[config.mk]
export PLATFORM = sky130hd
export DESIGN_NAME = dte_multi_chan_flat
export DESIGN_NICKNAME = d
export VERILOG_FILES = /design/src/rtl/dte_multi_chan_pkg.sv /design/src/rtl/dte_multi_chan_if.sv /design/src/rtl/dte_multi_chan_fifo.sv /design/src/rtl/dte_multi_chan.sv /design/src/flat_wrapper.sv
export SDC_FILE = /design/constraint.sdc
export NUM_CORES = 2
export LEC_CHECK = 0
export ABC_CLOCK_PERIOD_IN_PS = 4800
export CELL_PAD_IN_SITES_DETAIL_PLACEMENT = 1
export CELL_PAD_IN_SITES_GLOBAL_PLACEMENT = 1
export CORE_ASPECT_RATIO = 1.5
export CORE_MARGIN = 3
export CORE_UTILIZATION = 39
export DETAILED_ROUTE_END_ITERATION = 7
export PLACE_DENSITY_LB_ADDON = 0.3
export SLEW_MARGIN = 5
export SYNTH_ARGS = -nofsm -noshare
export SYNTH_HDL_FRONTEND = slang
export SYNTH_SLANG_ARGS = --single-unit
[constraint.sdc]
create_clock -name clk -period 4.8 [get_ports clk]
set_clock_uncertainty 0.15 [all_clocks]
set_input_delay 0.72 -clock clk [delete_from_list [all_inputs] [get_ports clk]]
set_output_delay 0.72 -clock clk [all_outputs]
set_load 0.05 [all_outputs]
[src/rtl/dte_multi_chan_pkg.sv]
// Shared types and defaults for the multi-channel DTE transfer engine.
package dte_multi_chan_pkg;

   localparam int NCHAN_DEF  = 4;
   localparam int WORD_W_DEF = 36;
   localparam int DEPTH_DEF  = 8;
   localparam int CNT_W_DEF  = 12;
   localparam int CHAN_W_DEF = $clog2(NCHAN_DEF);

   // One PDP-10 word.
   typedef logic [35:0] w36_t;

   // Channel index at the default channel count.
   typedef logic [CHAN_W_DEF-1:0] chan_t;

   // Presentation FSM: either looking for work or holding a word for the -10.
   typedef enum logic [0:0] {
      IDLE    = 1'b0,
      PRESENT = 1'b1
   } dte_state_e;

   // Next channel index with wrap from n-1 back to 0.
   function automatic int wrap_inc(input int idx, input int n);
      if (idx + 1 >= n) begin
         return 0;
      end else begin
         return idx + 1;
      end
   endfunction

endpackage

[src/rtl/dte_multi_chan_if.sv]
// Front-end / -10 side signal bundle of the DTE transfer engine.
interface dte_multi_chan_if #(
   parameter int NCHAN  = 4,
   parameter int WORD_W = 36,
   parameter int CNT_W  = 12
);
   localparam int CHAN_W = $clog2(NCHAN);

   // front-end (-11) side
   logic [NCHAN-1:0]        fe_wr_valid;
   logic [NCHAN*WORD_W-1:0] fe_wr_data;
   logic [NCHAN-1:0]        fe_wr_ready;
   logic [NCHAN-1:0]        fe_doorbell;

   // -10 side
   logic                    k_req;
   logic [CHAN_W-1:0]       k_chan;
   logic [WORD_W-1:0]       k_data;
   logic                    k_ack;
   logic                    k_cnt_load;
   logic [CHAN_W-1:0]       k_cnt_chan;
   logic [CNT_W-1:0]        k_cnt_val;
   logic [NCHAN-1:0]        k_doorbell;
   logic [NCHAN-1:0]        k_done;
   logic [NCHAN-1:0]        k_flag_clr;

   // Environment side: drives the front-end words and the -10 controls.
   modport master (
      output fe_wr_valid, fe_wr_data, fe_doorbell,
      output k_ack, k_cnt_load, k_cnt_chan, k_cnt_val, k_flag_clr,
      input  fe_wr_ready, k_req, k_chan, k_data, k_doorbell, k_done
   );

   // Engine side.
   modport slave (
      input  fe_wr_valid, fe_wr_data, fe_doorbell,
      input  k_ack, k_cnt_load, k_cnt_chan, k_cnt_val, k_flag_clr,
      output fe_wr_ready, k_req, k_chan, k_data, k_doorbell, k_done
   );

endinterface

[src/rtl/dte_multi_chan_fifo.sv]
// Per-channel synchronous FIFO with registered full/empty flags.
// Pushes into a full FIFO and pops from an empty FIFO are ignored.
module dte_fifo #(
   parameter int WORD_W = 36,
   parameter int DEPTH  = 8
) (
   input  logic              clk,
   input  logic              rst_n,
   input  logic              push_i,
   input  logic              pop_i,
   input  logic [WORD_W-1:0] wr_data_i,
   output logic [WORD_W-1:0] rd_data_o,
   output logic              full_o,
   output logic              empty_o
);

   localparam int PTR_W = $clog2(DEPTH);
   localparam int OCC_W = PTR_W + 1;
   localparam logic [OCC_W-1:0] OCC_FULL = OCC_W'(DEPTH);

   logic [DEPTH-1:0][WORD_W-1:0] mem_q, mem_d;
   logic [PTR_W-1:0]             wr_ptr_q, wr_ptr_d;
   logic [PTR_W-1:0]             rd_ptr_q, rd_ptr_d;
   logic [OCC_W-1:0]             occ_q, occ_d;
   logic                         full_q, full_d;
   logic                         empty_q, empty_d;
   logic                         do_push_s, do_pop_s;

   // Next-state for storage, pointers, occupancy and flags.
   always_comb begin
      do_push_s = push_i & ~full_q;
      do_pop_s  = pop_i & ~empty_q;
      mem_d     = mem_q;
      if (do_push_s) begin
         mem_d[wr_ptr_q] = wr_data_i;
         wr_ptr_d        = wr_ptr_q + {{(PTR_W-1){1'b0}}, 1'b1};
      end else begin
         wr_ptr_d        = wr_ptr_q;
      end
      if (do_pop_s) begin
         rd_ptr_d = rd_ptr_q + {{(PTR_W-1){1'b0}}, 1'b1};
      end else begin
         rd_ptr_d = rd_ptr_q;
      end
      case ({do_push_s, do_pop_s})
         2'b10:   occ_d = occ_q + {{(OCC_W-1){1'b0}}, 1'b1};
         2'b01:   occ_d = occ_q - {{(OCC_W-1){1'b0}}, 1'b1};
         default: occ_d = occ_q;
      endcase
      full_d  = (occ_d == OCC_FULL);
      empty_d = (occ_d == {OCC_W{1'b0}});
   end

   // State registers; full reads high while in reset so the front-end is
   // held off until the first clock after release.
   always_ff @(posedge clk or negedge rst_n) begin
      if (!rst_n) begin
         mem_q    <= '0;
         wr_ptr_q <= '0;
         rd_ptr_q <= '0;
         occ_q    <= '0;
         full_q   <= 1'b1;
         empty_q  <= 1'b1;
      end else begin
         mem_q    <= mem_d;
         wr_ptr_q <= wr_ptr_d;
         rd_ptr_q <= rd_ptr_d;
         occ_q    <= occ_d;
         full_q   <= full_d;
         empty_q  <= empty_d;
      end
   end

   assign rd_data_o = mem_q[rd_ptr_q];
   assign full_o    = full_q;
   assign empty_o   = empty_q;

endmodule

[src/rtl/dte_multi_chan.sv]
// Multi-channel DTE transfer engine: per-channel FIFOs from the front-end,
// a round-robin arbiter presenting one word at a time to the -10, gated by
// per-channel word counts, plus sticky doorbell and done flags.
module dte_multi_chan
   import dte_multi_chan_pkg::*;
#(
   parameter int NCHAN  = NCHAN_DEF,
   parameter int WORD_W = WORD_W_DEF,
   parameter int DEPTH  = DEPTH_DEF,
   parameter int CNT_W  = CNT_W_DEF
) (
   input logic              clk,
   input logic              CROBAR_N,
   dte_multi_chan_if.slave  bus
);

   localparam int CHAN_W = $clog2(NCHAN);
   localparam logic [CNT_W-1:0] CNT_ZERO = {CNT_W{1'b0}};
   localparam logic [CNT_W-1:0] CNT_ONE  = {{(CNT_W-1){1'b0}}, 1'b1};

   logic [NCHAN-1:0]             full_s, empty_s, pop_s, elig_s;
   logic [NCHAN-1:0][WORD_W-1:0] rd_data_s;
   logic                         found_s;
   logic [CHAN_W-1:0]            pick_s;
   logic [NCHAN-1:0]             done_set_s;

   dte_state_e                   state_q, state_d;
   logic [CHAN_W-1:0]            ptr_q, ptr_d;
   logic [NCHAN-1:0][CNT_W-1:0]  cnt_q, cnt_d;
   logic                         req_q, req_d;
   logic [CHAN_W-1:0]            chan_q, chan_d;
   logic [WORD_W-1:0]            data_q, data_d;
   logic [NCHAN-1:0]             doorbell_q, doorbell_d;
   logic [NCHAN-1:0]             done_q, done_d;

   for (genvar c = 0; c < NCHAN; c++) begin : g_chan
      dte_fifo #(
         .WORD_W (WORD_W),
         .DEPTH  (DEPTH)
      ) u_fifo (
         .clk       (clk),
         .rst_n     (CROBAR_N),
         .push_i    (bus.fe_wr_valid[c]),
         .pop_i     (pop_s[c]),
         .wr_data_i (bus.fe_wr_data[c*WORD_W +: WORD_W]),
         .rd_data_o (rd_data_s[c]),
         .full_o    (full_s[c]),
         .empty_o   (empty_s[c])
      );
   end

   // Eligibility and round-robin pick: first eligible channel at/after ptr.
   always_comb begin
      int idx;
      idx     = 0;
      found_s = 1'b0;
      pick_s  = '0;
      for (int c = 0; c < NCHAN; c++) begin
         elig_s[c] = ~empty_s[c] & (cnt_q[c] != CNT_ZERO);
      end
      for (int i = 0; i < NCHAN; i++) begin
         idx = int'(ptr_q) + i;
         if (idx >= NCHAN) begin
            idx = idx - NCHAN;
         end else begin
            idx = idx;
         end
         if (!found_s && elig_s[CHAN_W'(idx)]) begin
            found_s = 1'b1;
            pick_s  = CHAN_W'(idx);
         end else begin
            found_s = found_s;
         end
      end
   end

   // Presentation FSM, word counters and done events.
   always_comb begin
      state_d    = state_q;
      ptr_d      = ptr_q;
      req_d      = req_q;
      chan_d     = chan_q;
      data_d     = data_q;
      cnt_d      = cnt_q;
      pop_s      = '0;
      done_set_s = '0;
      case (state_q)
         IDLE: begin
            if (found_s) begin
               pop_s[pick_s] = 1'b1;
               chan_d        = pick_s;
               data_d        = rd_data_s[pick_s];
               req_d         = 1'b1;
               state_d       = PRESENT;
            end else begin
               req_d         = 1'b0;
            end
         end
         PRESENT: begin
            if (bus.k_ack) begin
               req_d   = 1'b0;
               state_d = IDLE;
               ptr_d   = CHAN_W'(wrap_inc(int'(chan_q), NCHAN));
               // A count load to the same channel overrides the decrement;
               // a count already at zero stays there without a new done.
               if (!(bus.k_cnt_load && (bus.k_cnt_chan == chan_q)) &&
                   (cnt_q[chan_q] != CNT_ZERO)) begin
                  cnt_d[chan_q] = cnt_q[chan_q] - CNT_ONE;
                  if (cnt_q[chan_q] == CNT_ONE) begin
                     done_set_s[chan_q] = 1'b1;
                  end else begin
                     done_set_s[chan_q] = 1'b0;
                  end
               end else begin
                  cnt_d[chan_q] = cnt_q[chan_q];
               end
            end else begin
               state_d = PRESENT;
            end
         end
         default: begin
            state_d = IDLE;
            req_d   = 1'b0;
         end
      endcase
      if (bus.k_cnt_load) begin
         cnt_d[bus.k_cnt_chan] = bus.k_cnt_val;
      end else begin
         cnt_d = cnt_d;
      end
   end

   // Sticky flags: a set in the same cycle as a clear wins.
   always_comb begin
      doorbell_d = (doorbell_q & ~bus.k_flag_clr) | bus.fe_doorbell;
      done_d     = (done_q & ~bus.k_flag_clr) | done_set_s;
   end

   // State and output registers.
   always_ff @(posedge clk or negedge CROBAR_N) begin
      if (!CROBAR_N) begin
         state_q    <= IDLE;
         ptr_q      <= '0;
         cnt_q      <= '0;
         req_q      <= 1'b0;
         chan_q     <= '0;
         data_q     <= '0;
         doorbell_q <= '0;
         done_q     <= '0;
      end else begin
         state_q    <= state_d;
         ptr_q      <= ptr_d;
         cnt_q      <= cnt_d;
         req_q      <= req_d;
         chan_q     <= chan_d;
         data_q     <= data_d;
         doorbell_q <= doorbell_d;
         done_q     <= done_d;
      end
   end

   assign bus.fe_wr_ready = ~full_s;
   assign bus.k_req       = req_q;
   assign bus.k_chan      = chan_q;
   assign bus.k_data      = data_q;
   assign bus.k_doorbell  = doorbell_q;
   assign bus.k_done      = done_q;

endmodule

[src/flat_wrapper.sv]
// flat-port wrapper written by rule: the top's interface ports become plain ports
module dte_multi_chan_flat import dte_multi_chan_pkg::*;
#(
   parameter int NCHAN  = NCHAN_DEF,
   parameter int WORD_W = WORD_W_DEF,
   parameter int DEPTH  = DEPTH_DEF,
   parameter int CNT_W  = CNT_W_DEF
)
  (clk, CROBAR_N, bus_fe_wr_valid, bus_fe_wr_data, bus_fe_doorbell, bus_k_ack, bus_k_cnt_load, bus_k_cnt_chan, bus_k_cnt_val, bus_k_flag_clr, bus_fe_wr_ready, bus_k_req, bus_k_chan, bus_k_data, bus_k_doorbell, bus_k_done);
  dte_multi_chan_if #(.NCHAN(NCHAN), .WORD_W(WORD_W), .CNT_W(CNT_W)) bus_i ();
  input logic clk;
  input logic CROBAR_N;
  input wire logic [$bits(bus_i.fe_wr_valid)-1:0] bus_fe_wr_valid;
  input wire logic [$bits(bus_i.fe_wr_data)-1:0] bus_fe_wr_data;
  input wire logic [$bits(bus_i.fe_doorbell)-1:0] bus_fe_doorbell;
  input wire logic [$bits(bus_i.k_ack)-1:0] bus_k_ack;
  input wire logic [$bits(bus_i.k_cnt_load)-1:0] bus_k_cnt_load;
  input wire logic [$bits(bus_i.k_cnt_chan)-1:0] bus_k_cnt_chan;
  input wire logic [$bits(bus_i.k_cnt_val)-1:0] bus_k_cnt_val;
  input wire logic [$bits(bus_i.k_flag_clr)-1:0] bus_k_flag_clr;
  output wire logic [$bits(bus_i.fe_wr_ready)-1:0] bus_fe_wr_ready;
  output wire logic [$bits(bus_i.k_req)-1:0] bus_k_req;
  output wire logic [$bits(bus_i.k_chan)-1:0] bus_k_chan;
  output wire logic [$bits(bus_i.k_data)-1:0] bus_k_data;
  output wire logic [$bits(bus_i.k_doorbell)-1:0] bus_k_doorbell;
  output wire logic [$bits(bus_i.k_done)-1:0] bus_k_done;
  assign bus_i.fe_wr_valid = bus_fe_wr_valid;
  assign bus_i.fe_wr_data = bus_fe_wr_data;
  assign bus_i.fe_doorbell = bus_fe_doorbell;
  assign bus_i.k_ack = bus_k_ack;
  assign bus_i.k_cnt_load = bus_k_cnt_load;
  assign bus_i.k_cnt_chan = bus_k_cnt_chan;
  assign bus_i.k_cnt_val = bus_k_cnt_val;
  assign bus_i.k_flag_clr = bus_k_flag_clr;
  assign bus_fe_wr_ready = bus_i.fe_wr_ready;
  assign bus_k_req = bus_i.k_req;
  assign bus_k_chan = bus_i.k_chan;
  assign bus_k_data = bus_i.k_data;
  assign bus_k_doorbell = bus_i.k_doorbell;
  assign bus_k_done = bus_i.k_done;
  dte_multi_chan #(.NCHAN(NCHAN), .WORD_W(WORD_W), .DEPTH(DEPTH), .CNT_W(CNT_W)) u_core (.clk(clk), .CROBAR_N(CROBAR_N), .bus(bus_i));
endmodule
==> results_dict.tcl <==
set metrics [dict create \
    yosysUniqueCellTypes 56 \
    yosysTopAreaCellShare_pct 54.7 \
    synth_compound_area_share_pct 2.56 \
    met1_length_um 69400 \
    grt_max_degree 156 \
    hold_violations 0 \
    antenna_found_initial 34 \
    synth_top_area_cell "dfrtp_1" \
    route.detailed.drc 0 \
    synth-xor-area-share_pct 0.534 \
    synth.net_count 4005 \
    async_reset_ff_share_pct 100 \
    r2r-end "u_core.g_chan[2].u_fifo.full_o" \
    worst_slew_pin_slew_ns 1.09 \
    syn_area_um2 59000 \
    post-place-ws_ns 0.421 \
    vias_per_cell 5.68 \
    placementRows 174 \
    clock-sinks 1298 \
    power_density_nw_per_um2 756 \
    period_share_pct 89.4 \
    wl_met2_um 86300 \
    yosysSeqAreaShare_pct 55.0 \
    vias 34500 \
    rr_worst_depth 14 \
    yosysMostFrequentCell "dfrtp_1" \
    syn_avg_cell_area_um2 15.5 \
    slew_headroom_pct 27.3 \
    cp-end-kind "flop" \
    cts_made_buffers 134 \
    setup_viol 0 \
    start_kind "flop" \
    startpoint "u_core.cnt_q[15]" \
    ys_seq_elements 1298 \
    power_frac_seq_pct 39.2 \
    reg2reg_slack_ns 0.51 \
    cts_root_buffer "clkbuf_16" \
    gp_congestion 0.816 \
    holdPathStages 1 \
    drt_iter0_drc 1796 \
    cts_tree "done" \
    place_inst 5819 \
    area_delta_synth_final_pct 16.1 \
    die_h_um 483 \
    report.final.slew_viol_count 0 \
    routedWlPerCell_um 27.6 \
    pin_count 225 \
    track_usage_pct 21.7 \
    yosys_warnings 0 \
    fin_cells 6074 \
    clk_latency_ns 0.77 \
    cp_max_fo 7 \
    p_switching_uw 17800 \
    synth-adder-area-share_pct 0.687 \
    final_util_pct 45.6 \
    fill_cells 14600 \
    synth_edf_count 0 \
    cts-htree-levels 4 \
    r2r-start "u_core.cnt_q[15]" \
    p_comb_share_pct 40.3 \
    clkPwrFrac_pct 20.5 \
    grt_pass1_vias 38400 \
    cts_setup_buffers 0 \
    period_needed_ns 4.29 \
    fmax_mhz 233 \
    p_int_uw 34100 \
    final_nets 4224 \
    leakagePower_uw 0.0283 \
    rsz0062_at_grt "false" \
    place_area_um2 64100 \
    clkTransAtPathRegs_ns 0.06 \
    min_from "u_core.bus.k_doorbell[1]" \
    ys_top_cells_by_count "dfrtp_1, mux2_2, mux4_2" \
    core-area_um2 150000 \
    antenna_left 0 \
    clock_path_buffers 3 \
    dr.pass1.iters 5 \
    synth_top_family_by_area "multiplexers" \
    dieArea_um2 156000 \
    hold_path.class "flop to flop" \
    maxUsedRoutingLayer "met5" \
    grt_pass1_wl_um 253000 \
    grt_overflow_total 0 \
    ys_top_cells_by_area "dfrtp_1, mux2_2, mux4_2" \
    cp.arrival_ns 4.83 \
    die_w_um 324 \
    drive_gt1_share_pct 46.5 \
    setup_ws_ns 0.508 \
    wirelength_um 168000 \
    ir_drop_mv 0.417 \
    synth_flop_cell "dfrtp_1" \
    stdcell_area_um2 68600 \
    dpl.hpwl_um 108000 \
    yosys.area_share.simple_pct 2.53 \
    synthMuxAreaShare_pct 36.9 \
    worstHoldEndpoint "u_core.bus.k_doorbell[1]" \
    fin_tns_setup_ns 0 \
    drv_cap 0 \
    swShare_pct 34.3 \
    path_class "flop to flop" \
    worstPathRequired_ns 5.34 \
    status "complete, no violations" \
    wl_met3_um 8140 \
    numPortBuffers 224 \
    start_util_pct 39.3 \
    synthCells 3801 \
]
-- flip-flops by register name (all words and copies together), names as in the netlist, 4 cells and up --
| name | cells |
|---|---|
| u_core.g_chan.u_fifo.rd_ptr_q | 12 |
| u_core.g_chan.u_fifo.mem_q | 1152 |
| u_core.bus.k_done | 4 |
| u_core.bus.k_doorbell | 4 |
| u_core.g_chan.u_fifo.wr_ptr_q | 12 |
| u_core.g_chan.u_fifo.occ_q | 16 |
| u_core.bus.k_data | 36 |
| u_core.g_chan.u_fifo.empty_o | 4 |
| u_core.cnt_q | 48 |
| u_core.g_chan.u_fifo.full_o | 4 |
-- worst max-delay path by stage --
stage                                      to  cells past startpoint
2_1_floorplan  u_core.g_chan[0].u_fifo.full_o                     12
3_3_place_gp   u_core.g_chan[3].u_fifo.full_o                     11
3_5_place_dp   u_core.g_chan[3].u_fifo.full_o                     14
4_1_cts        u_core.g_chan[3].u_fifo.full_o                     14
5_1_grt        u_core.g_chan[2].u_fifo.full_o                     14
6_report       u_core.g_chan[2].u_fifo.full_o                     14
-- power groups by stage --
stage	Sequential (uW)	Combinational (uW)	Clock, uW
2_1_floorplan	18900	15200	0
3_3_place_gp	20100	20600	0
3_5_place_dp	20500	21100	0
4_1_cts	20300	21200	10900
5_1_grt	21000	22400	11400
6_report	20300	20900	10600
-- routing by layer --
layer | GRT usage [%] | vias up
met2 | 38.0 | 604
met1 | 27.2 | 18900
met3 | 4.70 | 231
li1 | - | 14700
met5 | 0 | -
met4 | 5.61 | 32
-- logic make-up after synthesis --
kind of cell	count (synthesis)
fa+ha+maj	30
compound gates	224
simple gates	293
buf+inv	272
xor+xnor	36
flops	1298
mux	1648
-- worst max-delay path, stage by stage (launching register included) --
cell	delay [ns]
dfrtp_1	0.40
nor4_1	0.54
a31oi_1	0.40
or3b_2	0.60
a31oi_1	0.35
nand2_1	0.18
inv_1	0.09
ha_1	0.26
ha_1	0.28
a21o_1	0.18
a21oi_1	0.17
xor2_1	0.08
nor2_1	0.13
xor2_1	0.23
nor2b_1	0.17
-- metrics by stage --
stage / hold WS [ns] / total power (uW)
2_1_floorplan: 0.274 / 34100
3_3_place_gp: 0.310 / 40700
3_5_place_dp: 0.314 / 41600
4_1_cts: 0.312 / 52500
5_1_grt: 0.343 / 54800
6_report: 0.323 / 51800
-- cell usage in the layout, fill, tap and decap left out, types with 9 or more instances in the layout --
cell type,Yosys,final
dfrtp_1,1290,1278
mux2_2,1235,1235
mux4_2,300,300
clkdlybuf4s50_1,0,223
clkbuf_16,0,139
mux2i_1,113,113
nand2_1,106,102
buf_4,0,83
o211ai_1,72,72
o21ai_0,59,58
nor2_1,43,39
nand4_1,39,39
clkbuf_1,187,34
clkbuf_8,0,30
ha_1,26,26
buf_12,0,24
inv_1,23,23
xnor2_1,22,22
a21o_1,22,21
a21oi_1,18,18
clkinv_2,0,18
nor3_1,21,17
nor4_1,14,14
xor2_1,14,14
a22oi_1,13,12
diode_2,0,11
nand3b_1,9,9
-- cell type report --
class / instances / area (um2) / share of cell area, %
diodes: 11 / 27.5 / 0.0401
multi-input cells: 2231 / 25700 / 37.4
repair buffers: 332 / 3370 / 4.92
inverters: 23 / 86.3 / 0.126
flip-flops and latches: 1298 / 32500 / 47.4
clock buffers: 203 / 4020 / 5.86
well taps: 1936 / 2420 / 3.53
clock inverters: 40 / 445 / 0.650
-- what timing repair did --
item / CTS / global route
hold buffers: 1 / 0
gates resized for setup: 0 / 1
endpoints found under the hold margin: 106 / 0
setup endpoints to repair: 0 / 1
(Power assumes the default switching activity.)
